===== src/rtl/pipe_ctrl_pkg.sv =====
// Shared definitions for the pipeline hazard/forwarding controller:
// ALU codes of the M-extension, operand-forward encodings and MDU states.
package pipe_ctrl_pkg;

    localparam logic [4:0] ALU_MUL    = 5'b00010;
    localparam logic [4:0] ALU_MULH   = 5'b00011;
    localparam logic [4:0] ALU_MULHSU = 5'b00100;
    localparam logic [4:0] ALU_MULHU  = 5'b00101;
    localparam logic [4:0] ALU_DIV    = 5'b00110;
    localparam logic [4:0] ALU_DIVU   = 5'b00111;
    localparam logic [4:0] ALU_REM    = 5'b01000;
    localparam logic [4:0] ALU_REMU   = 5'b01001;

    localparam logic [1:0] FWD_RF  = 2'b00;
    localparam logic [1:0] FWD_EX  = 2'b01;
    localparam logic [1:0] FWD_MEM = 2'b10;

    typedef enum logic [1:0] {
        MDU_IDLE = 2'b00,
        MDU_BUSY = 2'b01,
        MDU_DONE = 2'b10
    } mdu_state_t;

    function automatic logic is_mop(input logic [4:0] code);
        return (code >= ALU_MUL) && (code <= ALU_REMU);
    endfunction

    function automatic logic is_div(input logic [4:0] code);
        return (code >= ALU_DIV) && (code <= ALU_REMU);
    endfunction

endpackage


===== src/rtl/mdu_seq.sv =====
// Multi-cycle multiply/divide sequencer: IDLE/BUSY/DONE FSM with a
// latency counter; a launch in DONE chains straight into the next op.
module mdu_seq
    import pipe_ctrl_pkg::*;
#(
    parameter int MUL_LAT = 3,
    parameter int DIV_LAT = 33
) (
    input  logic clk,
    input  logic rst_n,
    input  logic launch_i,
    input  logic is_div_i,
    output logic start_o,
    output logic busy_o,
    output logic done_o
);

    localparam int CNT_W = 7;

    mdu_state_t       state_q, state_d;
    logic [CNT_W-1:0] cnt_q, cnt_d;
    logic [CNT_W-1:0] lat_m1;
    logic             direct_done;
    logic             start;

    assign lat_m1      = is_div_i ? CNT_W'(DIV_LAT - 1) : CNT_W'(MUL_LAT - 1);
    // Latencies of 1 or 2 leave no cycle strictly between start and done.
    assign direct_done = is_div_i ? (DIV_LAT <= 2) : (MUL_LAT <= 2);
    assign start       = launch_i && (state_q != MDU_BUSY);

    always_ff @(posedge clk or negedge rst_n) begin
        if (!rst_n) begin
            state_q <= MDU_IDLE;
            cnt_q   <= '0;
        end else begin
            state_q <= state_d;
            cnt_q   <= cnt_d;
        end
    end

    always_comb begin
        state_d = state_q;
        cnt_d   = cnt_q;
        case (state_q)
            MDU_IDLE, MDU_DONE: begin
                if (start) begin
                    cnt_d   = lat_m1;
                    state_d = direct_done ? MDU_DONE : MDU_BUSY;
                end else begin
                    cnt_d   = '0;
                    state_d = MDU_IDLE;
                end
            end
            MDU_BUSY: begin
                // Leave BUSY when the decremented count reaches 1.
                cnt_d = cnt_q - CNT_W'(1);
                if (cnt_q <= CNT_W'(2)) begin
                    state_d = MDU_DONE;
                end
            end
            default: begin
                state_d = MDU_IDLE;
                cnt_d   = '0;
            end
        endcase
    end

    always_comb begin
        start_o = start;
        busy_o  = (state_q == MDU_BUSY);
        done_o  = (state_q == MDU_DONE);
    end

endmodule


===== src/rtl/pipe_ctrl.sv =====
// Pipeline control: EX/MEM operand forwarding, load-use and redirect
// hazards, and the stall interface to the multi-cycle MDU sequencer.
module pipe_ctrl
    import pipe_ctrl_pkg::*;
#(
    parameter int RA_W    = 5,
    parameter int MUL_LAT = 3,
    parameter int DIV_LAT = 33
) (
    input  logic            clk,
    input  logic            rst_n,
    input  logic            id_valid,
    input  logic [RA_W-1:0] id_rs1,
    input  logic [RA_W-1:0] id_rs2,
    input  logic            id_use_rs1,
    input  logic            id_use_rs2,
    input  logic [4:0]      id_alu_ctl,
    input  logic [RA_W-1:0] ex_rd,
    input  logic [RA_W-1:0] mem_rd,
    input  logic            ex_reg_wr,
    input  logic            mem_reg_wr,
    input  logic            ex_mem_rd,
    input  logic            pc_sel,
    output logic            stall_pc,
    output logic            stall_id,
    output logic            flush_id,
    output logic            bubble_ex,
    output logic [1:0]      fwd_a,
    output logic [1:0]      fwd_b,
    output logic            mdu_start,
    output logic            mdu_busy,
    output logic            mdu_done
);

    logic ex_fwd_ok;
    logic mem_fwd_ok;
    logic load_use;
    logic redirect;
    logic launch;

    // A load in EX has no result yet, so it is never a forwarding source.
    assign ex_fwd_ok  = ex_reg_wr && !ex_mem_rd && (ex_rd != '0);
    assign mem_fwd_ok = mem_reg_wr && (mem_rd != '0);

    always_comb begin
        fwd_a = FWD_RF;
        if (ex_fwd_ok && (ex_rd == id_rs1)) begin
            fwd_a = FWD_EX;
        end else if (mem_fwd_ok && (mem_rd == id_rs1)) begin
            fwd_a = FWD_MEM;
        end
    end

    always_comb begin
        fwd_b = FWD_RF;
        if (ex_fwd_ok && (ex_rd == id_rs2)) begin
            fwd_b = FWD_EX;
        end else if (mem_fwd_ok && (mem_rd == id_rs2)) begin
            fwd_b = FWD_MEM;
        end
    end

    assign load_use = id_valid && ex_mem_rd && (ex_rd != '0) &&
                      ((id_use_rs1 && (ex_rd == id_rs1)) ||
                       (id_use_rs2 && (ex_rd == id_rs2)));

    // While the MDU is busy its op is the oldest in flight, so no redirect applies.
    assign redirect = pc_sel && !mdu_busy;
    assign launch   = rst_n && id_valid && is_mop(id_alu_ctl) && !load_use && !pc_sel;

    assign stall_pc  = mdu_busy || (load_use && !redirect);
    assign stall_id  = mdu_busy || (load_use && !redirect);
    assign flush_id  = redirect;
    assign bubble_ex = redirect || load_use;

    mdu_seq #(
        .MUL_LAT (MUL_LAT),
        .DIV_LAT (DIV_LAT)
    ) u_mdu_seq (
        .clk      (clk),
        .rst_n    (rst_n),
        .launch_i (launch),
        .is_div_i (is_div(id_alu_ctl)),
        .start_o  (mdu_start),
        .busy_o   (mdu_busy),
        .done_o   (mdu_done)
    );

endmodule


===== config.mk =====
export PLATFORM = sky130hd
export DESIGN_NAME = pipe_ctrl
export DESIGN_NICKNAME = d
export VERILOG_FILES = /design/src/rtl/pipe_ctrl_pkg.sv /design/src/rtl/mdu_seq.sv /design/src/rtl/pipe_ctrl.sv
export SDC_FILE = /design/constraint.sdc
export NUM_CORES = 1
export LEC_CHECK = 0
export CAP_MARGIN = 20
export CORE_MARGIN = 5
export CORE_UTILIZATION = 30
export CTS_CLUSTER_SIZE = 10
export DETAILED_ROUTE_END_ITERATION = 10
export HOLD_SLACK_MARGIN = 0.1
export SETUP_SLACK_MARGIN = 0.4
export SLEW_MARGIN = 20
export SYNTH_ARGS = -nofsm -noshare
export SYNTH_HDL_FRONTEND = slang
export SYNTH_SLANG_ARGS = --single-unit
export TNS_END_PERCENT = 5

===== constraint.sdc =====
create_clock -name clk -period 2.08 [get_ports clk]
set_clock_uncertainty 0.05 [all_clocks]
set_input_delay 0.208 -clock clk [delete_from_list [all_inputs] [get_ports clk]]
set_output_delay 0.208 -clock clk [all_outputs]
set_load 0.02 [all_outputs]

==> qor.csv <==
stage,metric,value,unit
layout,growth of design area from synthesis to finish,96.4,%
cts,Clock Latency Late Sink,0.26,ns
yosys,number of warnings issued by yosys,0,
timing,Fmax,518,MHz
global_route,pin count of the biggest net entering global routing,10,
floorplanning,effective utilization at floorplan,30.5,%
worst_setup_path,startpoint class of the critical path,input port,
timing,final count of pins violating max slew,0,
timing,Final Hold Violating Endpoints,0,
layout,fillcell total,275,
place,Area after DPL,1510,µm²
global_route,gr usage total,13.9,%
layout,register cell area after layout,225,µm²
global_route,global-route wire length before repair,4460,µm
worst_setup_path,nature of the critical path endpoint,output port,
timing,Final period util,92.9,%
cts,Clock Pin Slew Worst Setup and Hold Paths,0.06,ns
place,buffers added on ports,43,
layout,total non-filler cell area in the finished layout,1620,µm²
place,weighted congestion reported at the end of routability-driven placement,0.820,
yosys,flip-flop and latch count after synthesis,9,
yosys,post-synthesis sequential area ratio,27.2,%
layout,ratio of cells with drive above 1 in the final layout,36.8,%
power,leakage power summed over all cells,0.000780,µW
worst_setup_path,category of the most critical setup path,in2out,
yosys,synthesized instance count,97,
cts,clock tree from TritonCTS,yes,
power,PD cells,346,nW/µm²
cts,number of buffers added to fix hold violations after cts,0,
place,Post-DP HPWL,2190,µm
floorplanning,area of the die,3910,µm²
cts,level count of the clock H-tree,1,
timing,slew at the pin closest to its max-slew limit,0.370,ns
floorplanning,number of placement rows,19,
cts,CTS Sinks,9,
routing,vias per std cell,4.79,
global_route,number of antenna violations at the first check in global routing,0,
routing,vias after detailed routing,967,
routing,number of iterations in the first detailed-routing pass,3,
global_route,remaining global-route overflow,0,
worst_setup_path,CP Data Arrival Time,1.67,ns
layout,post-layout instance count excluding filler cells,202,
timing,worst slew slack as a fraction of its limit,75.1,%
timing,# setup viols final,0,
timing,final critical delay including setup and external delays,1.93,ns
yosys,Post-Syn Nets,133,
yosys,number of enable flip-flop cells after synthesis,0,
cts,cell chosen for the clock root,clkbuf_4,
layout,area used by multi-input combinational logic,686,µm²
worst_hold_path,type of the most critical hold path,in2async,
cts,clock buffers created by TritonCTS,3,
floorplanning,# IOs,45,
routing,starting DRC count in detailed routing,50,
layout,antenna fix cells,0,
job,max-cap check violation count,0,
floorplanning,die extent in x,62.5,µm
place,placed cell count,195,
cts,Max clock buf depth,2,
worst_setup_path,Worst EP required,1.82,ns
power,Overall Power,562,µW
routing,routed length per placed instance,13.0,µm
layout,number of nets in the final layout,208,
power,worst supply voltage drop on vdd,315,µV
floorplanning,area inside the core boundary,2710,µm²
worst_setup_path,Critical Path Fanout Max,4,
yosys,number of unique standard cell types used by synthesis,33,
yosys,dominant register cell in the synthesized netlist,dfrtp_1,
timing,unrepaired setup endpoints after global routing,true,
yosys,post-synthesis average cell area,8.53,µm²
routing,Post-Route WL,2620,µm
routing,number of nets with antenna violations after routing,0,
status,result of the run,"finished, final reports clean",
yosys,share of synthesized flip-flops with an asynchronous set or reset,100,%
routing,residual DRC count,0,
yosys,post-synth design cell area,827,µm²
global_route,vias in the first global route,1087,
floorplanning,floorplan die height,62.5,µm
## routing by layer
layer,wire length (µm),global-route usage (%)
met5,0,0
met4,40,3.18
met1,930,13.0
met3,234,5.04
met2,1420,27.7
## power breakdown
part | leakage, µW | internal (µW) | switching (µW)
clock | 0.0000150 | 73.8 | 58.1
combinational | 0.000641 | 141 | 105
sequential | 0.000125 | 180 | 4.23
total | 0.000780 | 395 | 168
## area by class of cell
type                            count  share of cell area, %
Sequential cell                     9                   13.9
Timing Repair Buffer               72                   38.5
Multi-Input combinational cell     80                   42.2
Tap cell                           31                   2.39
Clock buffer                        4                   1.62
Inverter                            6                   1.39
## cell usage after synthesis (all sizes together) (2+ instances only)
| library cell | n | share of area (%) |
|---|---|---|
| nand2 | 8 | 3.6 |
| nor2b | 2 | 1.5 |
| a21oi | 2 | 1.2 |
| nor2 | 10 | 4.5 |
| dfrtp | 9 | 27 |
| xor2 | 12 | 13 |
| or4 | 4 | 4.1 |
| xnor2 | 13 | 14 |
| nand2b | 2 | 1.5 |
| nor4 | 3 | 2.3 |
| ha | 2 | 3.0 |
| nand4 | 2 | 1.5 |
| inv | 6 | 2.7 |
| o211ai | 3 | 2.7 |
| o21ai | 3 | 1.8 |
## state kept, by name, summed over array words and instances (netlist names)
register / flops
u_mdu_seq.state_q: 2
u_mdu_seq.cnt_q: 7
## worst paths after layout
path | from | to | slack, ns | depth (start not counted)
max in group asynchronous | rst_n | u_mdu_seq.cnt_q[3] | 1.61 | 2
max | ex_rd[1] | bubble_ex | 0.15 | 6
min | rst_n | u_mdu_seq.state_q[0] | 0.23 | 2
min reg2reg | u_mdu_seq.cnt_q[0] | u_mdu_seq.cnt_q[0] | 0.41 | 1
max reg2reg | u_mdu_seq.cnt_q[4] | u_mdu_seq.state_q[0] | 0.74 | 4
min in group clk | u_mdu_seq.cnt_q[0] | u_mdu_seq.cnt_q[0] | 0.41 | 1
## kinds of logic after synthesis
kind of cell             share of synthesized area (%)
flip-flops                                        27.2
AO/OA/AOI/OAI                                     12.7
buffers and inverters                             4.08
adder cells (fa/ha/maj)                           3.03
AND/OR/NAND/NOR                                   26.5
XOR/XNOR                                          26.5
## layout by cell type, fill, tap and decap left out, drive strengths merged
cell,n
o211ai,3
clkdlybuf4s15,2
a21o,1
a211oi,1
nor3,1
dfrtp,9
o31ai,1
xor2,12
inv,6
dlygate4sd2,11
buf,40
clkdlybuf4s50,17
o21bai,1
o32ai,1
o21ai,3
nand2,8
or3b,1
nor2,10
o22ai,1
ha,2
nand3b,1
clkbuf,4
a21oi,2
nand2b,2
nor2b,2
and3,1
or2,1
or4bb,1
nor4,3
nor3b,1
dlymetal6s2s,2
or4,4
xnor2,13
nand4,2
nor4b,1
## through the flow
| stage | util [%] | setup slack, ns | TNS [ns] | hold WS (ns) |
|---|---|---|---|---|
| 2_1_floorplan | - | 0.331 | 0 | -0.138 |
| 3_3_place_gp | 55.8 | -0.578 | -3.99 | 0.392 |
| 3_5_place_dp | 55.8 | -0.597 | -4.09 | 0.403 |
| 4_1_cts | 58.6 | 0.0922 | 0 | 0.223 |
| 5_1_grt | 59.9 | 0.0735 | 0 | 0.236 |
| 6_report | 59.9 | 0.148 | 0 | 0.228 |
## critical path: stages
cell and delay (ns):
buf_6 0.09, or4_4 0.56, o211ai_1 0.27, o32ai_4 0.15, or2_1 0.26, buf_6 0.13
## timing repair
action,in CTS,in global routing
endpoints found under the hold margin,0,0
resized for setup,79,10
setup endpoints to repair,13,14
pin swaps,16,9
setup buffers,3,0
Note: power is estimated with default switching activity, not from simulation.
